`config.mk`:
```
export PLATFORM = sky130hd
export DESIGN_NAME = mem_port_arbiter
export DESIGN_NICKNAME = d
export VERILOG_FILES = /design/src/rtl/mem_port_arbiter_pkg.sv /design/src/rtl/mem_port_arbiter.sv
export SDC_FILE = /design/constraint.sdc
export NUM_CORES = 1
export LEC_CHECK = 0
export BUFFER_PORTS_ARGS = -buffer_cell sky130_fd_sc_hd__buf_2
export CAP_MARGIN = 20
export CORE_MARGIN = 1
export CORE_UTILIZATION = 42
export DETAILED_ROUTE_END_ITERATION = 7
export GPL_TIMING_DRIVEN = 0
export PLACE_DENSITY_LB_ADDON = 0.25
export SYNTH_ARGS = -nofsm -noshare
export SYNTH_HDL_FRONTEND = slang
export SYNTH_SLANG_ARGS = --single-unit
```
`constraint.sdc`:
```
create_clock -name clk -period 2.8 [get_ports clk]
set_clock_uncertainty 0.2 [all_clocks]
set_input_delay 0.56 -clock clk [delete_from_list [all_inputs] [get_ports clk]]
set_output_delay 0.56 -clock clk [all_outputs]
set_load 0.02 [all_outputs]
```
`src/rtl/mem_port_arbiter_pkg.sv`:
```
// Shared constants and types for the unified-memory port arbiter.
package mem_port_arbiter_pkg;

  localparam logic [2:0] FUNCT3_LW = 3'b010;

  typedef enum logic [1:0] {
    OWN_NONE = 2'd0,
    OWN_IF   = 2'd1,
    OWN_D    = 2'd2
  } owner_e;

endpackage

```
`src/rtl/mem_port_arbiter.sv`:
```
// Arbitrates the single unified memory between instruction fetch and the data stage.
// Data wins ties, except that a bounded starvation guard forces a fetch through.
module mem_port_arbiter
  import mem_port_arbiter_pkg::*;
#(
  parameter int ADDR_W      = 6,
  parameter int DATA_W      = 32,
  parameter int MAX_DSTREAK = 3
) (
  input  logic              clk,
  input  logic              rst_n,
  input  logic              if_req,
  input  logic [ADDR_W-1:0] if_addr,
  output logic              if_gnt,
  output logic              if_stall,
  output logic              if_rvalid,
  output logic [DATA_W-1:0] if_rdata,
  input  logic              d_req,
  input  logic              d_we,
  input  logic [ADDR_W-1:0] d_addr,
  input  logic [2:0]        d_funct3,
  input  logic [DATA_W-1:0] d_wdata,
  output logic              d_gnt,
  output logic              d_stall,
  output logic              d_ack,
  output logic [DATA_W-1:0] d_rdata,
  output logic [ADDR_W-1:0] mem_addr,
  output logic              mem_read,
  output logic              mem_write,
  output logic [2:0]        mem_funct3,
  output logic [DATA_W-1:0] mem_wdata,
  input  logic [DATA_W-1:0] mem_rdata
);

  localparam int SW = (MAX_DSTREAK < 1) ? 1 : $clog2(MAX_DSTREAK + 1);
  localparam logic [SW-1:0] STREAK_MAX = SW'(MAX_DSTREAK);

  logic [SW-1:0] streak;
  logic          force_if;
  owner_e        owner, owner_nxt;

  // Grants stay live during reset; only the memory enables are masked.
  always_comb begin
    force_if = if_req & d_req & (streak == STREAK_MAX);
    d_gnt    = d_req & ~force_if;
    if_gnt   = if_req & ~d_gnt;
    if_stall = if_req & ~if_gnt;
    d_stall  = d_req & ~d_gnt;
  end

  always_comb begin
    mem_addr   = if_gnt ? if_addr : d_addr;
    mem_funct3 = if_gnt ? FUNCT3_LW : d_funct3;
    mem_wdata  = d_wdata;
    mem_read   = rst_n & (if_gnt | (d_gnt & ~d_we));
    mem_write  = rst_n & d_gnt & d_we;
  end

  // Streak counts only data grants that actually made a fetch wait.
  always_ff @(posedge clk or negedge rst_n) begin
    if (!rst_n)
      streak <= '0;
    else if (if_gnt || !if_req)
      streak <= '0;
    else if (d_gnt && streak != STREAK_MAX)
      streak <= streak + SW'(1);
  end

  always_ff @(posedge clk or negedge rst_n) begin
    if (!rst_n) owner <= OWN_NONE;
    else        owner <= owner_nxt;
  end

  always_comb begin
    owner_nxt = OWN_NONE;
    if (if_gnt)     owner_nxt = OWN_IF;
    else if (d_gnt) owner_nxt = OWN_D;
  end

  always_comb begin
    if_rvalid = (owner == OWN_IF);
    d_ack     = (owner == OWN_D);
  end

  always_ff @(posedge clk or negedge rst_n) begin
    if (!rst_n) begin
      if_rdata <= '0;
      d_rdata  <= '0;
    end else begin
      if (if_gnt)          if_rdata <= mem_rdata;
      if (d_gnt && !d_we)  d_rdata  <= mem_rdata;
    end
  end

endmodule

```
# After elaboration in Yosys (flattened, before gate mapping)
# Cells that the tools add are included.
# totals
in_bits,84
regBits,68
wordCells,36
mem_count,0
out_inout_bits,113
mem_bits_rw,0
mem_bits_ro,0
latchBits,0
# op_classes
n_lt_le_gt_ge,0
div,0
multipliers,0
add_sub_neg,1
n_eq_ne,4
n_mux,6
shift,0
bitwise,15
n_reduce_logical,6
# ops
cell,n
$and A1 B1 Y1,10
$mux W2,4
$mux W6,1
$eq A2 B2 Y1 const B,2
$not A1 Y1,4
$mux W3,1
$add A2 B1 Y2 const B,1
$eq A2 B1 Y1 const B,1
$logic_and A1 B1 Y1,2
$logic_not A1 Y1,2
$ne A2 B2 Y1 const B,1
$reduce_bool A2 Y1,1
$logic_or A1 B1 Y1,1
$or A1 B1 Y1,1

# Logic depth before layout (Yosys ltp)
# depth
ltp_word,8
mapped_depth,5
ltp_nobuf,3

# Worst setup path before layout
# No wires, ideal clock.
# synth_path
kind,register -> output
from,register streak[0]
to,output mem_addr[5]
arrival_time_ns,1.525
required_ns,2.040
path_slack_ns,0.515
stages_incl_launch_ff,6
path_buffers,2
cell_sequence,dfrtp_1 -> ha_1 -> clkbuf_2 -> o21ai_4 -> buf_6 -> mux2_2
# synth_via
elab_chain_cells,7
# synth_lines
item,line,source
"start, declared",mem_port_arbiter.sv:38,logic [SW-1:0] streak;
"start signal, assigned",mem_port_arbiter.sv:66,streak <= streak + SW'(1);
$eq A2 B2 Y1,mem_port_arbiter.sv:44,force_if = if_req & d_req & (streak == STREAK_MAX);
$and A1 B1 Y1,mem_port_arbiter.sv:44,
$not A1 Y1,mem_port_arbiter.sv:45,d_gnt = d_req & ~force_if;
$and A1 B1 Y1,mem_port_arbiter.sv:45,
$not A1 Y1,mem_port_arbiter.sv:46,if_gnt = if_req & ~d_gnt;
$and A1 B1 Y1,mem_port_arbiter.sv:46,
$mux W6,mem_port_arbiter.sv:52,mem_addr = if_gnt ? if_addr : d_addr;
"end, declared",mem_port_arbiter.sv:27,"output logic [ADDR_W-1:0] mem_addr,"
# No other way between the ends.

# Worst setup path in the final report
# layout_path
from,register streak[0]
to,output mem_addr[1]
# The elaborated chain is that of the path after synthesis.

==> results.py <==
metrics = {
    "run_status": {
        "status": "complete, no violations",
    },
    "final_layout": {
        "syn2layout_area_growth_pct": 39.2,
        "most-common-layout-cells": "163 x buf_2, 68 x dfrtp_1, 67 x mux2_2",
        "utilization_pct": 60.7,
        "final_nets": 461,
        "final_common_cell": "buf_2",
        "fillers": 571,
        "drive_gt1_share_pct": 77.7,
        "diodes": 0,
    },
    "worst_setup_path": {
        "crit_path_max_incr_delay_ns": 0.39,
        "worstPathArrival_ns": 1.86,
        "rrSetupSlack_ns": 0.86,
        "cp_cell_sequence": "ha_2 -> o21ai_4 -> buf_6 -> mux2_2 -> buf_2",
        "critPathRequiredTime_ns": 2.04,
        "end_kind": "output port",
        "endpoint": "mem_addr[1]",
        "crit_fanout": 10,
        "r2r-end": "if_rdata[2]",
        "reg2reg_from": "streak[0]",
        "cp-startpoint": "streak[0]",
        "startpoint_type": "flop",
        "critical_path_class": "reg2out",
        "r2r_cells": 6,
        "crit_path_top_delay_cell": "dfrtp_1",
    },
    "clock_tree": {
        "cts_sinks": 68,
        "htree_levels": 3,
        "worst_skew_pair.late_latency_ns": 0.32,
        "cts_buffer_depth": 2,
        "numCtsBuffers": 9,
        "cts_tree": "built",
        "clk_root_buffer_cell": "clkbuf_8",
        "clk_pin_slew_ns": 0.08,
        "cts_hold_buffers": 0,
    },
    "die": {
        "ios": 197,
        "start_util_pct": 43.6,
        "dieArea_um2": 7400,
        "core_area_um2": 6790,
        "rows": 30,
        "chipHeight_um": 86.0,
        "die_width_um": 86.0,
    },
    "sta": {
        "setup_viol": 0,
        "slew_violations": 0,
        "fin_crit_ns": 2.62,
        "hold_viol": 0,
        "slew_headroom_pct": 43.2,
        "finalCritPeriodShare_pct": 93.7,
        "rsz0062_at_grt": "no",
        "worstMarginPinSlew_ns": 0.853,
        "max_freq_ghz": 0.381,
    },
    "pwr": {
        "switchingPower_mw": 0.826,
        "intPower_mw": 1.84,
        "ir_worst_vdd_mv": 0.356,
        "p_per_area_nw_per_um2": 647,
        "seqPwrFrac_pct": 44.5,
        "pwr-share-clk_pct": 28.7,
        "switching_share_pct": 30.9,
        "power.leakage_nw": 2.13,
        "p_total_mw": 2.67,
        "combPwrFrac_pct": 26.8,
    },
    "synthesis": {
        "synthCells": 198,
        "synth_top_family_by_area": "multiplexers",
        "synth_compound_area_share_pct": 1.69,
        "yosysWarnings": 0,
        "synth_area_um2": 2960,
        "mappedNetlistNets": 283,
        "yosysSeqAreaShare_pct": 57.4,
        "post_synth_num_cell_types": 19,
        "synthSimpleGateAreaFrac_pct": 2.32,
        "synthAdderAreaFrac_pct": 0.422,
        "postSynthAreaPerCell_um2": 15.0,
        "ys_ff_latch": 68,
        "muxShareOfSynthArea_pct": 27.0,
        "synth_xor_area_share_pct": 0,
    },
    "place": {
        "place_congestion": 0.709,
        "port_buffers": 164,
        "dp_hpwl_mm": 4.58,
    },
    "flow_run": {
        "maxCapViolations": 0,
    },
    "drt": {
        "dr_wl_met2_mm": 3.28,
        "routed_wl_mm": 6.12,
        "vias": 2125,
        "met3_length_um": 337,
        "ant_nets": 0,
        "wl_per_cell_um": 12.8,
        "viasPerCell": 4.45,
        "routed.top_layer": "met4",
        "drt-met1-wl_mm": 2.44,
        "dr.pass1.iters": 3,
        "drc": 0,
        "drtIter0Drc": 40,
    },
    "global_route": {
        "grt.total_usage_pct": 16.9,
        "grt_max_degree": 71,
        "antenna_found_initial": 0,
        "gr-total-overflow": 0,
        "grt_pass1_wl_mm": 9.53,
        "grt_pass1_vias": 2026,
    },
    "min_path": {
        "hp-class": "in2async",
    },
}
critical path, delay by kind of cell, from the launching register on:
kind                       cells  cell delay (ns)
muxes                          1             0.33
AOI/OAI and AO/OA              1             0.22
DFF                            1             0.39
adders and majority gates      1             0.26
buffers and inverters          2             0.34
metal layers:
layer	track usage (%)	vias up
met5	0	-
met4	6.36	0
met3	4.14	9
met2	30.4	81
met1	19.4	1031
li1	-	1004
registers in the layout (all words and copies together) (netlist names):
signal and count:
owner 2, streak 2, d_rdata 32, if_rdata 32
logic make-up after synthesis:
| family | Yosys count |
|---|---|
| buffers and inverters | 42 |
| adder cells (fa/ha/maj) | 1 |
| AND/OR/NAND/NOR | 12 |
| multiplexers | 70 |
| AO/OA/AOI/OAI | 5 |
| flip-flops | 68 |
final cells by class:
cell class                 instances  area [µm²]  share of cell area, %
buffer                            39         319                   7.73
clock buffer                       9         124                   3.00
clock inverter                     7        67.6                   1.64
inverter                           2        7.51                  0.182
multi-input combinational         88         933                   22.6
sequential                        68        1700                   41.2
tap                               96         120                   2.91
timing repair buffer             168         853                   20.7
cells in the mapped netlist, drive strengths merged:
cell type   n  area (µm²)
o21ai       1        16.3
clkbuf      1        5.00
nor2        1        3.75
inv         2        7.51
mux2       70         800
a21boi      1        7.51
nand2b      2        12.5
dfrtp      68        1700
nor3        1        5.00
nor2b       2        12.5
ha          1        12.5
and2        3        18.8
buf        39         319
nand2       1        3.75
and3        2        12.5
a21oi       3        26.3
timing repair:
item,CTS,global route
setup buffers,4,0
gates resized for setup,0,1
pin swaps,1,1
setup endpoints to repair,6,2
through the flow:
stage	hold WS (ns)	cell area [µm²]	setup slack (ns)	cells	setup TNS [ns]
after floorplan	0.0644	2960	0.515	198	0
after global placement	0.230	3910	-0.203	458	-0.387
after detailed placement	0.237	3910	0.247	458	0
after CTS	0.166	4120	0.0410	477	0
after global routing	0.198	4130	0.107	477	0
final	0.110	4130	0.177	477	0
power by group through the flow:
stage	Combinational (mW)	Clock, mW	Sequential (mW)
6_report	0.716	0.766	1.19
5_1_grt	0.765	0.845	1.21
4_1_cts	0.728	0.795	1.19
3_5_place_dp	0.722	0	1.21
3_3_place_gp	0.711	0	1.20
2_1_floorplan	0.269	0	1.38
worst min path at each step:
stage | start | end | slack (ns)
2_1_floorplan | rst_n | d_rdata[0] | 0.06
3_3_place_gp | streak[0] | streak[0] | 0.23
3_5_place_dp | streak[0] | streak[0] | 0.24
4_1_cts | rst_n | d_rdata[1] | 0.17
5_1_grt | rst_n | if_rdata[7] | 0.20
6_report | rst_n | d_rdata[4] | 0.11
No activity file was read; power rests on OpenSTA's default activity.
